[src/rtl/omok_turn_ctrl.sv]
// omok_turn_ctrl
//  Move sequencer for the 10x10 OMOK board. Converts put/undo button edges into
//  single-cycle board writes, alternates black/white turns, keeps an undo history
//  stack and runs a start/done handshake with the win-check engine. Also owns
//  game_over / winner / draw detection.
//
//  Ports
//   clk, rst          clock; synchronous active-low reset
//   put, undo         button levels, acted on at their rising edge
//   cur_pos           cursor position (row*10+col)
//   cell_state        board contents at cur_pos (00 empty, 10 black, 11 white)
//   wr_en/pos/data    board write port, one strobe per move or undo
//   chk_start         1-cycle pulse starting the win check
//   chk_pos/color     last placed stone, held for the win-check engine
//   chk_done/chk_win  win-check result (chk_win valid with chk_done)
//   turn              0 black to move, 1 white to move
//   move_count        stones on the board
//   busy              WRITE/CHECK/UNDO in progress; button edges are dropped
//   illegal           1-cycle pulse: put rejected
//   chk_err           sticky: a win check timed out
//   game_over, winner game finished; winner 10 black, 11 white, 00 draw
//
//  state   | meaning
//  S_IDLE  | waiting for a put or undo edge
//  S_WRITE | writing the new stone, pushing it on the history stack
//  S_CHECK | waiting for the win-check engine (bounded by CHK_TMO)
//  S_UNDO  | clearing the most recent stone, popping the stack
//  S_OVER  | game finished; only undo is accepted
module omok_turn_ctrl #(
   parameter int CELLS      = 100,
   parameter int HIST_DEPTH = 100,
   parameter int CHK_TMO    = 255
) (
   input  logic       clk,
   input  logic       rst,
   input  logic       put,
   input  logic       undo,
   input  logic [7:0] cur_pos,
   input  logic [1:0] cell_state,
   output logic       wr_en,
   output logic [7:0] wr_pos,
   output logic [1:0] wr_data,
   output logic       chk_start,
   output logic [7:0] chk_pos,
   output logic [1:0] chk_color,
   input  logic       chk_done,
   input  logic       chk_win,
   output logic       turn,
   output logic [7:0] move_count,
   output logic       busy,
   output logic       illegal,
   output logic       chk_err,
   output logic       game_over,
   output logic [1:0] winner
);

   localparam int AW = (HIST_DEPTH > 1) ? $clog2(HIST_DEPTH) : 1;
   localparam int TW = $clog2(CHK_TMO + 1);
   localparam logic [7:0] CELLS_W = 8'(CELLS);
   localparam logic [1:0] BLACK = 2'b10;
   localparam logic [1:0] WHITE = 2'b11;
   localparam logic [1:0] EMPTY = 2'b00;

   typedef enum logic [2:0] {
      S_IDLE,
      S_WRITE,
      S_CHECK,
      S_UNDO,
      S_OVER
   } state_t;

   state_t          state;
   logic            put_q;
   logic            undo_q;
   logic            undo_from_over;
   logic [TW-1:0]   tmo_cnt;
   logic [7:0]      hist [HIST_DEPTH];

   logic            put_rise;
   logic            undo_rise;
   logic            put_legal;
   logic            hist_empty;
   logic [AW-1:0]   sp;
   logic [AW-1:0]   sp_top;

   assign put_rise   = put & ~put_q;
   assign undo_rise  = undo & ~undo_q;
   assign put_legal  = (cur_pos < CELLS_W) && (cell_state == EMPTY);
   // the stack depth always equals the number of stones on the board
   assign hist_empty = (move_count == 8'd0);
   assign sp         = move_count[AW-1:0];
   assign sp_top     = sp - AW'(1);

   assign busy      = (state == S_WRITE) || (state == S_CHECK) || (state == S_UNDO);
   assign game_over = (state == S_OVER);

   always_ff @(posedge clk) begin
      if (!rst) begin
         state          <= S_IDLE;
         put_q          <= 1'b0;
         undo_q         <= 1'b0;
         undo_from_over <= 1'b0;
         tmo_cnt        <= '0;
         wr_en          <= 1'b0;
         wr_pos         <= 8'd0;
         wr_data        <= EMPTY;
         chk_start      <= 1'b0;
         chk_pos        <= 8'd0;
         chk_color      <= EMPTY;
         turn           <= 1'b0;
         move_count     <= 8'd0;
         illegal        <= 1'b0;
         chk_err        <= 1'b0;
         winner         <= EMPTY;
      end else begin
         put_q     <= put;
         undo_q    <= undo;
         wr_en     <= 1'b0;
         chk_start <= 1'b0;
         illegal   <= 1'b0;

         case (state)
            S_IDLE: begin
               if (undo_rise && !hist_empty) begin
                  state          <= S_UNDO;
                  wr_en          <= 1'b1;
                  wr_pos         <= hist[sp_top];
                  wr_data        <= EMPTY;
                  undo_from_over <= 1'b0;
               end else if (put_rise) begin
                  if (put_legal) begin
                     // wr_pos/wr_data double as the latched move for WRITE
                     state   <= S_WRITE;
                     wr_en   <= 1'b1;
                     wr_pos  <= cur_pos;
                     wr_data <= turn ? WHITE : BLACK;
                  end else begin
                     illegal <= 1'b1;
                  end
               end
            end

            S_WRITE: begin
               hist[sp]   <= wr_pos;
               move_count <= move_count + 8'd1;
               chk_pos    <= wr_pos;
               chk_color  <= wr_data;
               chk_start  <= 1'b1;
               tmo_cnt    <= TW'(CHK_TMO);
               state      <= S_CHECK;
            end

            S_CHECK: begin
               // a timeout is resolved exactly like a no-win result
               if (chk_done || (tmo_cnt == TW'(1))) begin
                  if (!chk_done) begin
                     chk_err <= 1'b1;
                  end
                  if (chk_done && chk_win) begin
                     state  <= S_OVER;
                     winner <= chk_color;
                  end else if (move_count == CELLS_W) begin
                     state  <= S_OVER;
                     winner <= EMPTY;
                  end else begin
                     state <= S_IDLE;
                     turn  <= ~turn;
                  end
               end else begin
                  tmo_cnt <= tmo_cnt - TW'(1);
               end
            end

            S_UNDO: begin
               move_count <= move_count - 8'd1;
               if (undo_from_over) begin
                  winner <= EMPTY;
               end else begin
                  turn <= ~turn;
               end
               state <= S_IDLE;
            end

            S_OVER: begin
               if (undo_rise && !hist_empty) begin
                  state          <= S_UNDO;
                  wr_en          <= 1'b1;
                  wr_pos         <= hist[sp_top];
                  wr_data        <= EMPTY;
                  undo_from_over <= 1'b1;
               end
            end

            default: state <= S_IDLE;
         endcase
      end
   end

endmodule

[config.mk]
export PLATFORM = sky130hd
export DESIGN_NAME = omok_turn_ctrl
export DESIGN_NICKNAME = d
export VERILOG_FILES = /design/src/rtl/omok_turn_ctrl.sv
export SDC_FILE = /design/constraint.sdc
export NUM_CORES = 1
export LEC_CHECK = 0
export CAP_MARGIN = 40
export CORE_MARGIN = 2
export CORE_UTILIZATION = 46
export DETAILED_ROUTE_END_ITERATION = 12
export DONT_BUFFER_PORTS = 1
export PLACE_DENSITY = 0.59
export SLEW_MARGIN = 10
export SYNTH_ARGS = -nofsm -noshare
export SYNTH_HDL_FRONTEND = slang
export SYNTH_SLANG_ARGS = --single-unit
[constraint.sdc]
create_clock -name clk -period 8 [get_ports clk]
set_input_delay 1.6 -clock clk [delete_from_list [all_inputs] [get_ports clk]]
set_output_delay 1.6 -clock clk [all_outputs]
set_load 0.01 [all_outputs]
==> After elaboration in Yosys (flattened, before gate mapping) <==
Memory sizes are Yosys's and may differ from the RTL's.
Cells that the tools add are included.
{ "totals": {"ff_bits": 49, "mem_bits_rw": 800, "input_bits": 16, "out_inout_bits": 37, "elab_cells": 114, "mem_count": 1} }
{ "mem_list": {"columns": ["name", "depth", "word_bits", "rd", "rd_clocked_by_memory_dff", "wr", "line", "source"], "rows": [
  ["hist", 100, 8, 1, 0, 1, "77", "logic [7:0] hist [HIST_DEPTH];"]
]} }
{ "op_classes": {"addsub": 4, "n_lt_le_gt_ge": 1, "eq_ne": 17, "n_mux": 44, "bitwise": 9, "n_reduce_logical": 22} }
{ "op_table": {"columns": ["cell", "count"], "rows": [
  ["one-hot mux 8 bit (2 select lines)", 3],
  ["2-to-1 mux 8 bit", 5],
  ["2-to-1 mux 3 bit", 7],
  ["2-to-1 mux 2 bit", 8],
  ["subtractor 8 x 1 -> 8 bit, second input constant", 2],
  ["2-to-1 mux 1 bit", 15],
  ["inequality test 2 bit, second input constant", 6],
  ["one-hot mux 3 bit (4 select lines)", 1],
  ["AND reduction 4 bit", 3],
  ["adder 8 x 1 -> 8 bit, second input constant", 1],
  ["equality test 8 x 1 -> 1 bit, second input constant", 1],
  ["equality test 8 x 7 -> 1 bit, second input constant", 1],
  ["logical NOT 8 bit", 1],
  ["less-than comparator 8 x 7 -> 1 bit, second input constant", 1],
  ["one-hot mux 2 bit (2 select lines)", 2],
  ["nonzero test 2 bit", 4],
  ["inverter 1 bit", 7],
  ["subtractor 7 x 1 -> 7 bit, second input constant", 1],
  ["equality test 3 x 2 -> 1 bit, second input constant", 2],
  ["inequality test 3 bit, second input constant", 2],
  ["one-hot mux 1 bit (2 select lines)", 3],
  ["AND reduction 3 bit", 2],
  ["AND reduction 5 bit", 1],
  ["inequality test 2 x 1 -> 1 bit, second input constant", 2],
  ["other kinds (11)", 16]
]} }

==> Depth between registers and ports, before layout <==
{ "logic_depth": {"word_depth": 6, "depth_mapped": 18, "depth_no_buf": 9} }

==> Worst setup path after synthesis <==
Ideal clock, no wire load.
{ "synth_path": {"kind": "register -> register", "start": "register move_count[0]", "end": "register wr_pos[4]", "setup_time_ps": 120, "arrival_ps": 3801, "slack_ps": 4079, "stages_incl_launch_ff": 16, "n_path_buf": 6, "synth_period_minus_slack_ps": 3921, "cell_sequence": "dfxtp_1 -> buf_4 -> buf_2 -> buf_2 -> inv_1 -> buf_2 -> clkbuf_1 -> ha_1 -> buf_4 -> xor2_4 -> mux4_2 -> mux4_2 -> nor2_1 -> a311o_1 -> nand4_1 -> o2111a_1"} }
{ "synth_between": {"elab_cells_between_ends": 12} }
{ "synth_lines": {"columns": ["item", "line", "source"], "rows": [
  ["start, declared", "49", "output logic [7:0] move_count,"],
  ["start signal, assigned", "145", "move_count <= move_count + 8'd1;"],
  ["start signal, assigned", "175", "move_count <= move_count - 8'd1;"],
  ["subtractor 7 x 1 -> 7 bit *", "92", "assign sp_top = sp - AW'(1);"],
  ["net sp_top[0]", "84", "logic [AW-1:0] sp_top;"],
  ["memory (100 x 8 bit) *", null, null],
  ["2-to-1 mux 8 bit (on tied branches)", "185, 124", null],
  ["one-hot mux 8 bit (2 select lines) *", "122", "case (state)"],
  ["end signal, assigned", "127", "wr_pos <= hist[sp_top];"],
  ["end signal, assigned", "135", "wr_pos <= cur_pos;"],
  ["end signal, assigned", "188", "wr_pos <= hist[sp_top];"],
  ["end, declared", "41", "output logic [7:0] wr_pos,"]
]} }
The timed path passes the listed nets; every way through them passes the cells marked *. The select of a mux whose other input is x is not followed.
A chain may end at the register's enable or synchronous reset.

==> Final worst setup path <==
{ "layout_path": {"start": "register move_count[0]", "end": "register wr_pos[3]"} }
{ "layout_between": {"elab_chain_len": 5, "elab_cells_between_ends": 12} }
{ "layout_lines": {"columns": ["item"], "rows": [
  ["branches (longest 5 deep; another with memory (100 x 8 bit))"]
]} }
Parallel ways; which one is timed is not known. The select of a mux whose other input is x is not followed.

==> impl_metrics.ini <==
[final_layout]
final_cell_mix = 800 x edfxtp_1, 195 x mux4_2, 187 x nand2_1
stdcell_count = 2926
area_growth_pct = 12.43
drive_above_1_share_pct = 20.89
nFillCells = 5674
fin_nets = 1917
antenna_cells = 0
final_common_cell = edfxtp_1

[synthesis]
synth_edf_count = 800
syn_area_per_cell_um2 = 18.32
syn_inst = 1839
yosysUniqueCellTypes = 66
synth_adder_area_share_pct = 0.1857
synth.net_count = 1860
synth_top_family_by_area = multiplexers
ys_seq_area_share_pct = 74.23
yosys_warnings = 0
synth_xor_area_share_pct = 0.5757
synth_top_flop_cell = edfxtp_1
synth_compound_area_share_pct = 2.879
syn-cell-area_um2 = 33690
async_flop_share_pct = 0
synthSimpleGateAreaFrac_pct = 6.682
synthMuxAreaShare_pct = 13.84
ys_ff_latch = 849

[setup_path]
cp_max_fo = 86
crit_type = flop to flop
rrSetupSlack_ns = 3.11
cp.required_ns = 8.53
cp-start-kind = flop
cp_slowest_stage_delay_ns = 0.75
critPathBufInv = 4
worstPathArrival_ns = 5.43
cp-end-kind = flop
crit_cells = 12
worstReg2RegEnd = wr_pos[3]
crit_chain = inv_1 > buf_4 > ha_1 > xor2_4 > buf_16 > buf_12 > mux4_2 > mux2i_1 > a32oi_1 > nand4_1 > nand4_1 > o2111a_1
cpMaxStageDelayCell = dfxtp_4
crit_top_cell = nand4_1
cp_top_family = buffers and inverters
r2r_cells = 12
reg2reg_from = move_count[0]

[worst_hold_path]
whs_endpoint = tmo_cnt[1]
min_from = tmo_cnt[1]
holdCritPathClass = flop to flop
hold_path_depth = 2

[cts]
post_cts_buffers = 0
cts_root_buffer = clkbuf_16
cts_max_level = 3
cts_resized = 0
cts_tree = built
clk_path_buf_depth = 3
numCtsBuffers = 87
clk_pin_slew_ns = 0.07
insertion_delay_ns = 0.64
clock-sinks = 849
cts_hold_buffers = 0

[global_routing]
grt_pass1_vias = 17444
grt.total_usage_pct = 22.09
grt_max_degree = 112
antenna_found_initial = 0
grt_pass1_wl_mm = 120.3
overflow = 0

[sta]
tightest_slew_ns = 1.084
maxSlewViolCount = 0
slew-limit-headroom_pct = 27.73
skew_ns = 0.03463
setup_viol = 0
rsz0062_at_grt = false
finalCritPeriodShare_pct = 61.15
min_period_ns = 4.892
fin_setup_tns_ns = 0
fmax_ghz = 0.2044
finalHoldViolCount = 0

[die]
chipHeight_um = 274.6
core_area_um2 = 72710
dieArea_um2 = 75410
die_x_um = 274.6
initial_core_util_pct = 46.33
ios = 53
num_rows = 99

[placement]
gp_congestion = 0.8401
io_buffers = 0
hpwlAfterDp_mm = 50.87
place_inst = 2764

[detailed_routing]
via_per_inst = 5.947
drt_first_pass_iters = 5
drt_wl_total_mm = 82.17
remaining_drc_errors = 0
wl_per_cell_um = 28.08
detail-route-antenna-nets = 0
first_iter_violations = 1739
route.vias.total = 17400

[run_status]
status = finished, final reports clean

[power_and_ir_drop]
power_w = 0.008978
ir_drop_uv = 177.9
p_leak_nw = 11.98
p_per_area_nw_per_um2 = 237.0

[job]
drv_cap = 0
## layer usage
| metal | routed length [um] | global-route usage [%] | vias up | part of all wire, % |
|---|---|---|---|---|
| met2 | 38050 | 33.87 | 724 | 46 |
| met5 | 0 | 0 | - | 0 |
| li1 | - | - | 7478 | - |
| met1 | 35380 | 31.99 | 9060 | 43 |
| met4 | 2348 | 6.994 | 0 | 2.9 |
| met3 | 6398 | 4.600 | 138 | 7.8 |
## worst register-to-register path, stage by stage (launching register included)
cell and delay [ns]:
dfxtp_4 0.75, inv_1 0.55, buf_4 0.41, ha_1 0.42
xor2_4 0.48, buf_16 0.22, buf_12 0.45, mux4_2 0.65
mux2i_1 0.21, a32oi_1 0.10, nand4_1 0.24, nand4_1 0.14
o2111a_1 0.19
## worst max path at each step
stage,endpoint,from
detailed placement,wr_pos[3],move_count[0]
finish,wr_pos[3],move_count[0]
global placement,wr_pos[3],move_count[0]
floorplan,wr_pos[4],move_count[0]
global route,wr_pos[3],move_count[0]
CTS,wr_pos[3],move_count[0]
## layout make-up
| class | count | area [um^2] | area share (%) |
|---|---|---|---|
| well taps | 959 | 1200 | 3.168 |
| clock buffers | 121 | 2447 | 6.462 |
| multi-input cells | 880 | 8160 | 21.55 |
| repair buffers | 74 | 695.7 | 1.837 |
| clock inverters | 39 | 316.6 | 0.8358 |
| inverters | 4 | 15.01 | 0.03964 |
| flip-flops and latches | 849 | 25040 | 66.11 |
## synthesized netlist by cell type, drive strengths merged (4+ instances only)
cell type | number | share of area (%)
o211ai | 6 | 0.13
buf | 60 | 1.1
and3 | 6 | 0.11
ha | 5 | 0.19
nor4 | 4 | 0.074
nand2 | 188 | 2.1
xnor2 | 14 | 0.36
nand3 | 64 | 0.95
and2 | 14 | 0.26
nand4 | 25 | 0.46
a2111oi | 4 | 0.10
dfxtp | 49 | 2.9
edfxtp | 800 | 71
clkbuf | 46 | 0.51
o2111a | 5 | 0.17
a31oi | 17 | 0.32
nor2 | 154 | 1.8
nor3 | 7 | 0.10
o2111ai | 7 | 0.18
mux4 | 195 | 13
xor2 | 6 | 0.21
a32oi | 10 | 0.26
inv | 4 | 0.045
nor3b | 4 | 0.10
nor2b | 13 | 0.24
mux2i | 26 | 0.77
or2 | 4 | 0.074
o21ai | 19 | 0.28
a21oi | 10 | 0.15
a211o | 5 | 0.13
o21a | 5 | 0.11
a21boi | 24 | 0.53
## power breakdown
group | switching, W | internal (W) | leakage, nW
Combinational | 0.000125 | 0.0000723 | 2.76
Clock | 0.00165 | 0.00227 | 1.35
Sequential | 0.0000240 | 0.00484 | 7.87
Total | 0.00180 | 0.00718 | 12.0
## registers in the layout, summed over array words and instances (netlist names)
signal          flops
chk_err             1
winner              2
chk_color           2
chk_start           1
wr_en               1
undo_from_over      1
turn                1
hist              800
state               3
tmo_cnt             8
wr_data             2
undo_q              1
illegal             1
chk_pos             8
wr_pos              8
move_count          8
put_q               1
## metrics by stage
| step | hold WS [ns] | setup slack (ns) | area (um^2) | util, % |
|---|---|---|---|---|
| CTS | 0.5093 | 3.048 | 37860 | 52.07 |
| finish | 0.5107 | 3.108 | 37870 | 52.09 |
| global route | 0.5251 | 2.784 | 37870 | 52.09 |
| floorplan | 0.4571 | 4.079 | 33690 | - |
| detailed placement | 0.5027 | 3.020 | 35090 | 48.26 |
| global placement | 0.4721 | 2.872 | 34670 | 47.68 |
## cells by family (layout without fill, tap and decap cells)
group,count (synthesis),after routing
xor gates and xnor gates,20,20
DFF,849,849
buffers and inverters,110,238
AOI/OAI and AO/OA,132,132
adders and majority gates,5,5
muxes,222,222
and+or+nand+nor,501,501
Power figures use the tool's default switching activity.
